==> config.mk <==
export PLATFORM = sky130hd
export DESIGN_NAME = stopwatch_ctrl
export DESIGN_NICKNAME = d
export VERILOG_FILES = /design/src/rtl/stopwatch_ctrl.sv
export SDC_FILE = /design/constraint.sdc
export NUM_CORES = 1
export LEC_CHECK = 0
export CAP_MARGIN = 5
export CORE_ASPECT_RATIO = 0.7
export CORE_MARGIN = 1.5
export CORE_UTILIZATION = 28
export CTS_CLUSTER_DIAMETER = 30
export DETAILED_ROUTE_END_ITERATION = 7
export GPL_TIMING_DRIVEN = 1
export PLACE_DENSITY = 0.43
export SETUP_SLACK_MARGIN = 0.15
export SYNTH_ARGS = -nofsm -noshare
export SYNTH_HDL_FRONTEND = slang
export SYNTH_SLANG_ARGS = --single-unit
==> constraint.sdc <==
create_clock -name clk -period 2 [get_ports clk]
set_input_delay 0.2 -clock clk [delete_from_list [all_inputs] [get_ports clk]]
set_output_delay 0.2 -clock clk [all_outputs]
set_load 0.005 [all_outputs]
==> src/rtl/stopwatch_ctrl.sv <==
// stopwatch_ctrl: upstream control stage for the watch digit-counter chain.
//
// Conditions the raw start/clear buttons (2-flop sync, debounce, rising-edge
// detect, registered press pulse), runs the IDLE/RUN/PAUSE state machine and
// prescales clk into single-cycle count-enable ticks for the least-significant
// digit counter.
//
// Parameters:
//   CLK_DIV          clk cycles per count tick (>= 2)
//   DEBOUNCE_CYCLES  consecutive stable synced samples to accept a level (>= 1)
//
// Ports:
//   clk           in   system clock, all logic on posedge
//   reset         in   asynchronous, active-low reset
//   btn_start     in   raw start/pause button (asynchronous, active-high)
//   btn_clear     in   raw clear button (asynchronous, active-high)
//   start_resume  out  1-cycle count-enable tick to the digit counter
//   stop          out  level, 1 while in PAUSE
//   clear         out  1-cycle pulse, zeroes the counter chain
//   running       out  level, 1 while in RUN
//   state         out  00 IDLE, 01 RUN, 10 PAUSE
//
// Optional feature, enabled by defining STOPWATCH_LAP_EN:
//   btn_lap       in   raw lap button (same conditioning as the others)
//   lap_hold      out  toggled by lap presses in RUN; display freeze request
module stopwatch_ctrl #(
    parameter int unsigned CLK_DIV         = 100000,
    parameter int unsigned DEBOUNCE_CYCLES = 20000
) (
    input  logic       clk,
    input  logic       reset,
    input  logic       btn_start,
    input  logic       btn_clear,
`ifdef STOPWATCH_LAP_EN
    input  logic       btn_lap,
    output logic       lap_hold,
`endif
    output logic       start_resume,
    output logic       stop,
    output logic       clear,
    output logic       running,
    output logic [1:0] state
);

`ifdef STOPWATCH_LAP_EN
    localparam int unsigned NB = 3;
`else
    localparam int unsigned NB = 2;
`endif

    localparam int unsigned DW = (DEBOUNCE_CYCLES > 1) ? $clog2(DEBOUNCE_CYCLES) : 1;
    localparam int unsigned PW = $clog2(CLK_DIV);
    localparam logic [DW-1:0] DB_LAST    = DW'(DEBOUNCE_CYCLES - 1);
    localparam logic [PW-1:0] PRESC_LAST = PW'(CLK_DIV - 1);

    typedef enum logic [1:0] {
        IDLE  = 2'b00,
        RUN   = 2'b01,
        PAUSE = 2'b10
    } state_t;

    // Button path, one lane per button: bit 0 start, bit 1 clear, bit 2 lap
    logic [NB-1:0] btn_raw;
    logic [NB-1:0] sync1;
    logic [NB-1:0] sync2;
    logic [NB-1:0] deb;
    logic [NB-1:0] deb_q;
    logic [NB-1:0] press;
    logic [DW-1:0] deb_cnt [NB];

`ifdef STOPWATCH_LAP_EN
    assign btn_raw = {btn_lap, btn_clear, btn_start};
`else
    assign btn_raw = {btn_clear, btn_start};
`endif

    always_ff @(posedge clk or negedge reset) begin
        if (!reset) begin
            sync1 <= '0;
            sync2 <= '0;
            deb   <= '0;
            deb_q <= '0;
            press <= '0;
            for (int unsigned i = 0; i < NB; i++) begin
                deb_cnt[i] <= '0;
            end
        end else begin
            sync1 <= btn_raw;
            sync2 <= sync1;
            deb_q <= deb;
            press <= deb & ~deb_q;
            for (int unsigned i = 0; i < NB; i++) begin
                // Any sample agreeing with the accepted level restarts the count
                if (sync2[i] != deb[i]) begin
                    if (deb_cnt[i] == DB_LAST) begin
                        deb[i]     <= sync2[i];
                        deb_cnt[i] <= '0;
                    end else begin
                        deb_cnt[i] <= deb_cnt[i] + 1'b1;
                    end
                end else begin
                    deb_cnt[i] <= '0;
                end
            end
        end
    end

    logic start_press;
    logic clear_press;
    assign start_press = press[0];
    assign clear_press = press[1];

    // FSM and prescaler
    state_t        state_q;
    state_t        state_d;
    logic [PW-1:0] presc;
    logic [PW-1:0] presc_d;
    logic          tick_d;
    logic          clear_d;

    always_comb begin
        state_d = state_q;
        presc_d = presc;
        tick_d  = 1'b0;
        clear_d = 1'b0;

        case (state_q)
            IDLE:    if (start_press) state_d = RUN;
            RUN:     if (start_press) state_d = PAUSE;
            PAUSE:   if (start_press) state_d = RUN;
            default: state_d = IDLE;
        endcase

        // Prescaler follows the current state, so a wrap coinciding with a
        // RUN->PAUSE press still ticks, and a PAUSE->RUN press resumes from
        // the held value on the following cycle.
        if (state_q == RUN) begin
            tick_d  = (presc == PRESC_LAST);
            presc_d = (presc == PRESC_LAST) ? '0 : presc + 1'b1;
        end else if (state_q == IDLE) begin
            presc_d = '0;
        end

        // Clear overrides everything, including a simultaneous start press
        if (clear_press) begin
            state_d = IDLE;
            clear_d = 1'b1;
            presc_d = '0;
            tick_d  = 1'b0;
        end
    end

    always_ff @(posedge clk or negedge reset) begin
        if (!reset) begin
            state_q      <= IDLE;
            presc        <= '0;
            start_resume <= 1'b0;
            clear        <= 1'b0;
            stop         <= 1'b0;
            running      <= 1'b0;
        end else begin
            state_q      <= state_d;
            presc        <= presc_d;
            start_resume <= tick_d;
            clear        <= clear_d;
            stop         <= (state_d == PAUSE);
            running      <= (state_d == RUN);
        end
    end

    assign state = state_q;

`ifdef STOPWATCH_LAP_EN
    logic lap_d;

    always_comb begin
        lap_d = lap_hold;
        if ((state_q == RUN) && press[2]) begin
            lap_d = ~lap_hold;
        end
        if (state_d == IDLE) begin
            lap_d = 1'b0;
        end
    end

    always_ff @(posedge clk or negedge reset) begin
        if (!reset) begin
            lap_hold <= 1'b0;
        end else begin
            lap_hold <= lap_d;
        end
    end
`endif

endmodule
==> metrics.log <==
INFO  metric route.antenna.remaining_nets = 0
INFO  metric die-width = 124.2 µm
INFO  metric io_pins = 10
INFO  metric clockBufferDepth = 2
INFO  metric fmaxAchievable = 518.9 MHz
INFO  metric ys.flop_type = sky130_fd_sc_hd__dfrtp_1
INFO  metric syn_area = 2878 µm²
INFO  metric result_of_the_run = complete, no violations
INFO  metric power_per_cell_area = 838.9 nW/µm²
INFO  metric ir_worst_vdd = 369.3 µV
INFO  metric first_global_vias = 2073
INFO  metric mostFrequentLayoutCells = sky130_fd_sc_hd__dfrtp_1, sky130_fd_sc_hd__nor2_1, sky130_fd_sc_hd__nand2_1, sky130_fd_sc_hd__xor2_1
INFO  metric global_route.overflow_total = 0
INFO  metric tightestPinTransition = 599.3 ps
INFO  metric final-setup-viol-count = 0
INFO  metric placement.setup.worst_slack = 75.33 ps
INFO  metric setup.worst_path.class = reg2reg
INFO  metric max_stage_delay = 400 ps
INFO  metric dpl.hpwl = 3.679 mm
INFO  metric drt_pass1_iterations = 4
INFO  metric internal_power_of_the_cells = 2.437 mW
INFO  metric worstPathBufferInverterCount = 5
INFO  metric holdCritPathClass = in2reg
INFO  metric p_sw = 0.6212 mW
INFO  metric grt_max_degree = 64
INFO  metric synth.lib_cells_used.distinct = 34
INFO  metric timing.final.ws_setup = 72.95 ps
INFO  metric synthToLayoutAreaGrowth = 26.70%
INFO  metric synth_enable_flop_cells = 0
INFO  metric design.final.nets = 326
INFO  metric first_iteration_detailed_routing_drc_count = 138
INFO  metric register_clock_pin_slew_on_the_reported_worst_setup_and_hold_paths = 50 ps
INFO  metric cellLeakagePower = 1.562 nW
INFO  metric critical_path_cell_sequence = nor4b_4 -> nand4_1 -> buf_4 -> buf_4 -> buf_4 -> buf_4 -> buf_4 -> nor4_1
INFO  metric design.die.area = 10900 µm²
INFO  metric timing.final.max_slew_violations = 0
INFO  metric share_of_the_cycle_needed_by_the_critical_path_after_routing = 0.9635
INFO  metric insertedDiodeCount = 0
INFO  metric vias = 2150
INFO  metric cts_sinks = 63
INFO  metric routed_wire_length_per_instance = 13.21 µm
INFO  metric timing.critical_path.slowest_stage_cell = sky130_fd_sc_hd__dfrtp_1
INFO  metric cp_data_required_time = 2220 ps
INFO  metric totalPowerFinal = 3.058 mW
INFO  metric wire_length_of_the_first_global_routing_pass = 10.14 mm
INFO  metric track_usage = 0.1237
INFO  metric critPathMaxFanout = 3
INFO  metric finalClockSkew = 5.785 ps
INFO  metric drv_cap = 0
INFO  metric critical_path.top_delay_family = simple AND/OR/NAND/NOR gates
INFO  metric place.gp.congestion = 0.7758
INFO  metric synthesis.nets = 294
INFO  metric synth-async-reset-ratio = 1.000
INFO  metric worst_setup_path_end_kind = flop
INFO  metric tritoncts = built
INFO  metric mostFrequentLayoutCell = sky130_fd_sc_hd__dfrtp_1
INFO  metric grt_setup_unrepaired = yes
INFO  metric pwr-share-comb = 0.022
INFO  metric hold-worst-slack = 303.2 ps
INFO  metric clk-insertion-delay-late = 330 ps
INFO  metric netlist_instances = 287
INFO  metric relSlewSlack = 0.5974
INFO  metric clk_root_buffer_cell = sky130_fd_sc_hd__clkbuf_16
INFO  metric share_clk_of_total_power = 0.552
INFO  metric fraction_of_final_layout_cells_with_drive_strength_greater_than_1 = 0.1481
INFO  metric synth-seq-area-share = 0.5478
INFO  metric row_count = 30
INFO  metric avgViaCountPerCell = 4.757
INFO  metric swShare = 0.2031
INFO  metric final_report_hold_violation_count = 0
INFO  metric tns = 0 ps
INFO  metric start_util = 0.2926
INFO  metric remaining_drc_errors = 0
INFO  metric die_h = 87.82 µm
INFO  metric cts-buffers-inserted = 9
INFO  metric port-buffer-count = 9
INFO  metric antenna_found_initial = 0
INFO  metric start_kind = flop
INFO  metric yosys_warnings = 0
INFO  metric cp_data_arrival_time = 2140 ps
INFO  metric yosys_register_bits = 63
INFO  metric synthesized_area_per_cell = 10.03 µm²
INFO  metric h-tree-depth = 3
INFO  metric sum_of_routed_wire_length_over_all_layers = 5.970 mm
INFO  metric share_of_power_burned_in_registers = 0.426
INFO  metric crit_top_cell = sky130_fd_sc_hd__buf_4
INFO  metric period_minus_slack = 1927 ps
INFO  metric coreArea = 9834 µm²
==> worst paths after layout <==
path	end	slack, ps	from	cells past startpoint
worst max-delay path	start_resume	70	presc[8]	8
worst min-delay path	sync1[0]	300	btn_start	1
worst max register to register	start_resume	70	presc[8]	8
worst min register to register	sync2[0]	350	sync1[0]	0
max in group asynchronous	deb_cnt[26]	1310	reset	3
min in group asynchronous	presc[4]	410	reset	3
==> flip-flops by register name (all words and copies together), names as in the netlist <==
register and flops:
sync2 2, presc 17, running 1, deb_cnt 30, stop 1, deb_q 2
start_resume 1, deb 2, clear 1, sync1 2, state 2, press 2
==> cell families (layout without fill, tap and decap cells) <==
logic type      Yosys count  count (layout)  synth area share
compound gates           40              40           0.08522
simple gates            138             138            0.2387
fa+ha+maj                 3               3           0.01304
buf+inv                  13              50           0.02217
flops                    63              63            0.5478
xor+xnor                 28              28           0.08522
mux                       2               2          0.007826
==> routing by layer <==
layer | track usage | part of all wire
met5 | 0 | 0
met4 | 0.06508 | 0.020
met3 | 0.04622 | 0.042
met2 | 0.1638 | 0.43
met1 | 0.1735 | 0.51
==> Yosys cell counts (all sizes together), types with 4 or more instances <==
master	instances	area [µm²]
xor2	18	157.7
clkbuf	4	15.01
dfrtp	63	1577
o21ai	9	45.04
and4	5	43.79
nor3	8	45.04
a31oi	10	62.56
nor2	47	176.4
a21oi	13	65.06
and3	10	62.56
inv	6	22.52
nand4	9	56.30
nand2b	6	37.54
xnor2	10	87.58
nand2	27	101.4
nand3	14	70.07
==> worst register-to-register path, delay by kind of cell (launching register included) <==
kind / cells / cell delay, ps
buffers and inverters: 5 / 670
DFF: 1 / 400
and+or+nand+nor: 3 / 750
==> per-stage QoR <==
step | utilization | area [µm²] | std cells
2_1_floorplan | - | 2878 | 287
3_3_place_gp | 0.3223 | 3169 | 427
3_5_place_dp | 0.3223 | 3169 | 427
4_1_cts | 0.3620 | 3560 | 450
5_1_grt | 0.3707 | 3646 | 452
6_report | 0.3707 | 3646 | 452
==> power groups by stage <==
stage	logic (mW)	clock network (mW)	registers, mW
4_1_cts	0.0724	1.74	1.30
5_1_grt	0.0810	1.79	1.30
2_1_floorplan	0.0258	0	1.32
3_5_place_dp	0.0705	0	1.32
3_3_place_gp	0.0708	0	1.32
6_report	0.0683	1.69	1.30
==> layout make-up <==
class	instances	area (µm²)
Clock inverter	5	81.33
Fill cell	1008	6188
Tap cell	128	160.2
Inverter	6	22.52
Clock buffer	11	242.7
Timing Repair Buffer	28	254.0
Sequential cell	63	1577
Multi-Input combinational cell	211	1309
==> repair_timing <==
action	in CTS	in global routing
resized for setup	2	11
hold endpoints to repair	63	0
setup endpoints to repair	10	15
buffers inserted	6	2
pin swaps	3	3
hold buffers	1	0
No activity file was read; power rests on OpenSTA's default activity.
